## config.mk

```make
export PLATFORM = sky130hd
export DESIGN_NAME = alu_issue_ctrl
export DESIGN_NICKNAME = d
export VERILOG_FILES = /design/src/rtl/alu_issue_ctrl.sv
export SDC_FILE = /design/constraint.sdc
export NUM_CORES = 1
export LEC_CHECK = 0
export ABC_AREA = 1
export CORE_MARGIN = 4
export CORE_UTILIZATION = 33
export CTS_BUF_LIST = sky130_fd_sc_hd__clkbuf_4
export DETAILED_ROUTE_END_ITERATION = 8
export PLACE_DENSITY_LB_ADDON = 0.05
export RECOVER_POWER = 50
export SLEW_MARGIN = 20
export SYNTH_ARGS = -nofsm -noshare
export SYNTH_HDL_FRONTEND = slang
export SYNTH_SLANG_ARGS = --single-unit
```

## constraint.sdc

```tcl
create_clock -name clk_i -period 2 [get_ports clk_i]
set_input_delay 0.3 -clock clk_i [delete_from_list [all_inputs] [get_ports clk_i]]
set_output_delay 0.3 -clock clk_i [all_outputs]
set_load 0.005 [all_outputs]
```

## src/rtl/alu_issue_ctrl.sv

```systemverilog
// Issue/retire sequencer that feeds a combinational ALU from a sync-read register file and owns {C,N,Z}.
// Define ALU_ISSUE_FAST_EN to merge write-back into EXEC (3-cycle latency, 4 cycles per instruction).
// Opcodes [8:4]: ADD=0 ADDC=1 SUB=2 SUBC=3 LSL=4 LSLC=5 LSR=6 LSRC=7 AND=8 OR=9 XOR=10 NOT=11
// CMP=12 MOV=13; anything above MOV is not an ALU op.
module alu_issue_ctrl #(
  parameter int unsigned DATA_W    = 8,
  parameter int unsigned RADDR_W   = 2,
  parameter int unsigned CARRY_REG = 3
) (
  input  logic               clk_i,
  input  logic               rst_n_i,
  input  logic               instr_valid_i,
  input  logic [8:0]         instr_i,
  output logic               instr_ready_o,
  output logic [RADDR_W-1:0] rf_raddr_o,
  input  logic [DATA_W-1:0]  rf_rdata_i,
  output logic               rf_we_o,
  output logic [RADDR_W-1:0] rf_waddr_o,
  output logic [DATA_W-1:0]  rf_wdata_o,
  output logic [8:0]         alu_op_o,
  output logic [DATA_W-1:0]  alu_rs_o,
  output logic [DATA_W-1:0]  alu_rt_o,
  input  logic [DATA_W-1:0]  alu_result_i,
  input  logic               alu_carry_i,
  input  logic               alu_neg_i,
  input  logic               alu_zero_i,
  output logic [2:0]         flags_o,
  output logic               done_o,
  output logic               illegal_o
);

  localparam logic [4:0] OpAddc = 5'd1;
  localparam logic [4:0] OpSubc = 5'd3;
  localparam logic [4:0] OpLslc = 5'd5;
  localparam logic [4:0] OpLsrc = 5'd7;
  localparam logic [4:0] OpCmp  = 5'd12;
  localparam logic [4:0] OpMov  = 5'd13;

  typedef enum logic [2:0] {StIdle, StRdRs, StRdRt, StExec, StWb} state_e;

  state_e              state_q, state_d;
  logic [8:0]          instr_q, instr_d;
  logic [RADDR_W-1:0]  raddr_q, raddr_d;
  logic [DATA_W-1:0]   rs_op_q, rs_op_d;
  logic [DATA_W-1:0]   rt_op_q, rt_op_d;
  logic [2:0]          flags_q, flags_d;
  logic                illegal_q, illegal_d;
`ifndef ALU_ISSUE_FAST_EN
  logic [DATA_W-1:0]   result_q, result_d;
`endif

  logic [4:0]          op;
  logic [RADDR_W-1:0]  rs_field, rt_field;
  logic                carry_class, is_cmp;
  logic [DATA_W-1:0]   rt_sel;
  logic                ready, we, done;
  logic [DATA_W-1:0]   alu_rt;

  assign op          = instr_q[8:4];
  assign rs_field    = instr_q[2 +: RADDR_W];
  assign rt_field    = instr_q[0 +: RADDR_W];
  assign carry_class = (op == OpAddc) || (op == OpSubc) || (op == OpLslc) || (op == OpLsrc);
  assign is_cmp      = (op == OpCmp);
  // Carry operand comes from the flags held at the start of EXEC, i.e. the previous retire.
  assign rt_sel      = (carry_class && (rt_field == RADDR_W'(CARRY_REG))) ?
                       {{(DATA_W-1){1'b0}}, flags_q[2]} : rf_rdata_i;

  always_comb begin
    state_d   = state_q;
    instr_d   = instr_q;
    raddr_d   = raddr_q;
    rs_op_d   = rs_op_q;
    rt_op_d   = rt_op_q;
    flags_d   = flags_q;
    illegal_d = 1'b0;
`ifndef ALU_ISSUE_FAST_EN
    result_d  = result_q;
`endif
    ready     = 1'b0;
    we        = 1'b0;
    done      = 1'b0;
    alu_rt    = rt_op_q;
    unique case (state_q)
      StIdle: begin
        ready = 1'b1;
        if (instr_valid_i) begin
          if (instr_i[8:4] <= OpMov) begin
            instr_d = instr_i;
            raddr_d = instr_i[2 +: RADDR_W];
            state_d = StRdRs;
          end else begin
            illegal_d = 1'b1;
          end
        end
      end
      StRdRs: begin
        raddr_d = rt_field;
        state_d = StRdRt;
      end
      StRdRt: begin
        rs_op_d = rf_rdata_i;
        state_d = StExec;
      end
      StExec: begin
        // The rt read data only arrives in this cycle, so the ALU sees it directly.
        rt_op_d = rt_sel;
        alu_rt  = rt_sel;
        flags_d = {alu_carry_i, alu_neg_i, alu_zero_i};
`ifdef ALU_ISSUE_FAST_EN
        we      = ~is_cmp;
        done    = 1'b1;
        state_d = StIdle;
`else
        result_d = alu_result_i;
        state_d  = StWb;
`endif
      end
      StWb: begin
        we      = ~is_cmp;
        done    = 1'b1;
        state_d = StIdle;
      end
      default: state_d = StIdle;
    endcase
  end

  always_ff @(posedge clk_i or negedge rst_n_i) begin
    if (!rst_n_i) begin
      state_q   <= StIdle;
      instr_q   <= '0;
      raddr_q   <= '0;
      rs_op_q   <= '0;
      rt_op_q   <= '0;
      flags_q   <= '0;
      illegal_q <= 1'b0;
`ifndef ALU_ISSUE_FAST_EN
      result_q  <= '0;
`endif
    end else begin
      state_q   <= state_d;
      instr_q   <= instr_d;
      raddr_q   <= raddr_d;
      rs_op_q   <= rs_op_d;
      rt_op_q   <= rt_op_d;
      flags_q   <= flags_d;
      illegal_q <= illegal_d;
`ifndef ALU_ISSUE_FAST_EN
      result_q  <= result_d;
`endif
    end
  end

  assign instr_ready_o = ready;
  assign rf_raddr_o    = raddr_q;
  assign rf_we_o       = we;
  assign rf_waddr_o    = rs_field;
`ifdef ALU_ISSUE_FAST_EN
  assign rf_wdata_o    = (state_q == StExec) ? alu_result_i : '0;
`else
  assign rf_wdata_o    = result_q;
`endif
  assign alu_op_o      = instr_q;
  assign alu_rs_o      = rs_op_q;
  assign alu_rt_o      = alu_rt;
  assign flags_o       = flags_q;
  assign done_o        = done;
  assign illegal_o     = illegal_q;

endmodule

```

==> run summary, run 1 <==
The run finished with clean final reports. The total area inside the core boundary comes to 5110 um^2. Final instance count without filler cells: 350.

After the first detailed-routing iteration, the DRC count stood at 38. The worst setup path is launched from a flip-flop. In this run the mean area of a mapped cell was 9.11 um^2. For this run, the leading register cell type out of synthesis is sky130_fd_sc_hd__dfrtp_1.

The tools report the via count of the routed design as 1511. The final routed wire length divided by cell count came out at 12.2 um. The achievable clock frequency came out at 0.537 GHz. The synthesized instance count was 190.

The buffer and inverter count on the worst path is 3, and the average vias per placed instance is 4.32. The path depth of the worst reg2reg path is 4, and the synthesis-to-finish area growth is 58.8%. The number of warnings reported in the yosys synthesis log was 0; the total net switching power was 1.39 mW. The power per unit of standard cell area was 1430 nW/um^2. The count of pins on the block boundary was 75. The congestion estimate from routability-driven global placement came to 0.765. Across the routed clock network, the largest skew measured is 0.00702 ns.

The die covers 6470 um^2. For the worst setup path, the data required time is 1.70 ns. The logs give 0 for the setup-violating endpoint count in the final report and 221 for the synthesized netlist net count. At the end of the flow, the number of nets in the layout was 310.

Via count of the first global-routing pass: 1560. The worst hold path belongs to the class input port to asynchronous set/reset pin. The combined flip-flop and latch cell area is 1050 um^2. The multi-input logic area was 627 um^2; the final cycle utilization of the critical path was 0.931. Post-CTS clock slew at the launch and capture registers of the worst setup and hold paths: 0.12 ns.

Wires add up to 4280 um. The run gives 0 as the number of hold violations in the final report. The fraction of power spent switching nets came out at 0.353. The floorplan step set the die width to 80.4 um. For the site row count, the log shows 26. Traced cell by cell, the critical path runs through inv_1 -> nand2_1 -> nor2_4 -> buf_6 -> o31ai_2 -> dlygate4sd2_1. The synthesized design contains 0 enable-type register cells. The total design power was 3.94 mW; the number of different library cells in the post-synthesis netlist was 20. CTS placed an instance of sky130_fd_sc_hd__clkbuf_4 at the clock tree root. The share of final-layout standard cells stronger than drive strength 1 works out to 0.154.

The maximum net fanout on the critical path was 4. After synthesis the cells add up to 1730 um^2. For the worst-skew pair, the clock arrives at the later sink with an insertion delay of 0.34 ns.

In this run the critical register-to-register path is captured at alu_rs_o[2]$_DFFE_PN0N_. Data arrives at the worst endpoint at 1.56 ns. For this run, design rule violations remaining after detail routing come to 0. The number of buffers inserted by port buffering is 74.

The reg-to-reg startpoint is state_q[0]$_DFFE_PN0P_. The post-placement cell area was 2610 um^2. VDD sags by at most 0.673 mV. 0 antenna diodes ended up in the layout. Kind of cell adding the most delay to the critical path: buffers and inverters.

At the pin with the least slew margin, the transition time is 1.04 ns. The wire length of the first global-routing pass is 7190 um. TritonCTS built the clock tree.

The worst setup path is captured at an output pin. The number of filler instances in the final layout is 508. The H-tree generated during clock tree synthesis spans 2 levels.

The register bit count reported by yosys was 42; the maximum number of pins on one net before global-route repair was 43. Number of antenna-violating nets in the routed design: 0. Setup slack closes at 0.138 ns. For flop-to-flop paths, the worst setup slack is 0.49 ns. The effective utilization at floorplan is 0.339, and the deepest clock path buffer count is 2. The first detailed-routing pass took 3 iterations.

Across the run, the number of max-cap violations was 0. The run gives 2750 um^2 as the final non-filler cell area. For the proportion of power drawn by the clock network, the log shows 0.102. For the sequential-to-total area share from yosys stat, the log shows 0.607.

For this design, the slowest cell found on the critical path is sky130_fd_sc_hd__dfrtp_1. For the number of antenna violations at the first check in global routing, the log shows 0. The run gives 0.528 as the combinational fraction of design power. The die is 80.4 um tall. Timing analysis after detailed placement gives a worst setup slack of -0.00904 ns. The internal portion of the total power is 2.55 mW. Once placement completed, the tool counted placed cells totaling 340. Critical path class: flip-flop to output pin.

The logs give 0 for the total grt overflow and 42 for the total number of clock tree sinks. The worst stage delay on the critical path is 0.40 ns. The TritonCTS buffer count is 5. For the final-report max-slew violation count, the log shows 0. For this design the static power due to leakage is 1.35 nW. The final HPWL from detailed placement is 3060 um. The max-slew headroom at the worst pin is 0.307, and the post-route minimum period is 1.86 ns.

Combined global-route utilization of all metal layers: 0.144. The run gives 0.369 as the sequential cell fraction of total power. The share of synthesized registers carrying an async set or reset was 1.00.
Yosys cell counts, types with 2 or more instances:
| cell type | number | area, um^2 |
|---|---|---|
| sky130_fd_sc_hd__nand2_1 | 71 | 267 |
| sky130_fd_sc_hd__dfrtp_1 | 42 | 1050 |
| sky130_fd_sc_hd__inv_1 | 22 | 82.6 |
| sky130_fd_sc_hd__o21ai_0 | 19 | 95.1 |
| sky130_fd_sc_hd__nand3_1 | 8 | 40.0 |
| sky130_fd_sc_hd__o31ai_1 | 7 | 52.6 |
| sky130_fd_sc_hd__buf_2 | 3 | 15.0 |
| sky130_fd_sc_hd__inv_2 | 3 | 11.3 |
| sky130_fd_sc_hd__nor2_1 | 3 | 11.3 |
| sky130_fd_sc_hd__buf_4 | 2 | 15.0 |
worst reg2reg max path, stage by stage, from the launching register on:
cell                       delay [ns]
sky130_fd_sc_hd__dfrtp_1         0.41
sky130_fd_sc_hd__clkbuf_1        0.15
sky130_fd_sc_hd__inv_4           0.09
sky130_fd_sc_hd__nand3_1         0.43
sky130_fd_sc_hd__o21ai_0         0.35
power groups by stage:
| stage | Clock, mW | Combinational [mW] | Sequential (mW) |
|---|---|---|---|
| after floorplan | 0 | 0.781 | 1.49 |
| after global placement | 0 | 2.04 | 1.47 |
| after detailed placement | 0 | 2.04 | 1.47 |
| after CTS | 0.440 | 2.05 | 1.45 |
| after global routing | 0.479 | 2.33 | 1.51 |
| final | 0.403 | 2.08 | 1.45 |
flip-flops by register name, indices dropped and copies added, names as in the netlist:
register,cells
state_q,3
flags_o,3
rt_op_q,8
alu_op_o,9
rf_raddr_o,2
rf_wdata_o,8
alu_rs_o,8
illegal_o,1
timing repair:
action | CTS | global route
endpoints found under the setup margin | 9 | 10
pin swaps | 0 | 1
hold buffers | 0 | 0
buffers inserted | 1 | 1
gates resized for setup | 17 | 22
per-layer routing:
| metal | vias to the layer above | routed length (um) | global-route usage |
|---|---|---|---|
| met5 | - | 0 | 0 |
| met4 | 0 | 40 | 0.0405 |
| met3 | 4 | 278 | 0.0504 |
| met2 | 42 | 2130 | 0.248 |
| met1 | 690 | 1830 | 0.167 |
| li1 | 775 | - | - |
worst max-delay path by stage:
stage,startpoint,to,depth (start not counted)
after detailed placement,rf_rdata_i[5],alu_rt_o[5],4
final,alu_op_o[8]$_DFFE_PN0P_,alu_rt_o[6],6
after CTS,state_q[0]$_DFFE_PN0P_,done_o,5
after floorplan,state_q[2]$_DFFE_PN0P_,alu_rt_o[5],4
after global routing,state_q[2]$_DFFE_PN0P_,alu_rt_o[5],5
after global placement,rf_rdata_i[7],alu_rt_o[7],4
layout by cell type, fill, tap and decap left out:
| cell | instances |
|---|---|
| sky130_fd_sc_hd__buf_4 | 9 |
| sky130_fd_sc_hd__nor2_1 | 3 |
| sky130_fd_sc_hd__clkdlybuf4s15_1 | 2 |
| sky130_fd_sc_hd__a31oi_1 | 1 |
| sky130_fd_sc_hd__nand3_4 | 1 |
| sky130_fd_sc_hd__nor3_4 | 1 |
| sky130_fd_sc_hd__o21ai_2 | 1 |
| sky130_fd_sc_hd__nor2_4 | 1 |
| sky130_fd_sc_hd__dlymetal6s2s_1 | 2 |
| sky130_fd_sc_hd__o31ai_2 | 3 |
| sky130_fd_sc_hd__inv_1 | 21 |
| sky130_fd_sc_hd__nand2_1 | 71 |
| sky130_fd_sc_hd__nor3_1 | 1 |
| sky130_fd_sc_hd__buf_6 | 3 |
| sky130_fd_sc_hd__inv_4 | 1 |
| sky130_fd_sc_hd__nand3_2 | 3 |
| sky130_fd_sc_hd__clkbuf_2 | 4 |
| sky130_fd_sc_hd__clkbuf_1 | 2 |
| sky130_fd_sc_hd__buf_2 | 1 |
| sky130_fd_sc_hd__clkdlybuf4s50_1 | 62 |
| sky130_fd_sc_hd__clkbuf_4 | 6 |
| sky130_fd_sc_hd__clkinv_2 | 1 |
| sky130_fd_sc_hd__inv_2 | 3 |
| sky130_fd_sc_hd__nand2_2 | 1 |
| sky130_fd_sc_hd__dlygate4sd2_1 | 4 |
| sky130_fd_sc_hd__o21ai_0 | 19 |
| sky130_fd_sc_hd__clkinv_1 | 1 |
| sky130_fd_sc_hd__o31ai_4 | 4 |
| sky130_fd_sc_hd__nand3_1 | 6 |
| sky130_fd_sc_hd__dfrtp_1 | 42 |
area by class of cell:
cell class	instances	share of cell area
clock inverters	2	0.00318
inverters	25	0.0350
well taps	70	0.0318
repair buffers	89	0.303
clock buffers	6	0.0164
multi-input cells	116	0.228
flip-flops and latches	42	0.382
kinds of logic after synthesis:
family                 Yosys count  share of synthesized area
AND/OR/NAND/NOR                 88                      0.219
buffers and inverters           32                     0.0802
flip-flops                      42                      0.607
AO/OA/AOI/OAI                   28                     0.0939
per-stage QoR:
step	setup TNS, ns	hold slack [ns]	utilization
CTS	0	0.00891	0.527
finish	0	0.196	0.538
floorplan	0	0.00441	-
global placement	0	0.408	0.511
global route	-0.000517	0.276	0.538
detailed placement	-0.00904	0.410	0.511
(Power assumes the default switching activity.)
==> run 2: changes to the inputs <==
Settings changed: CAP_MARGIN set to 10.
==> results of run 2 <==
The final DEF is identical to that of run 1; final timing and power are the same.
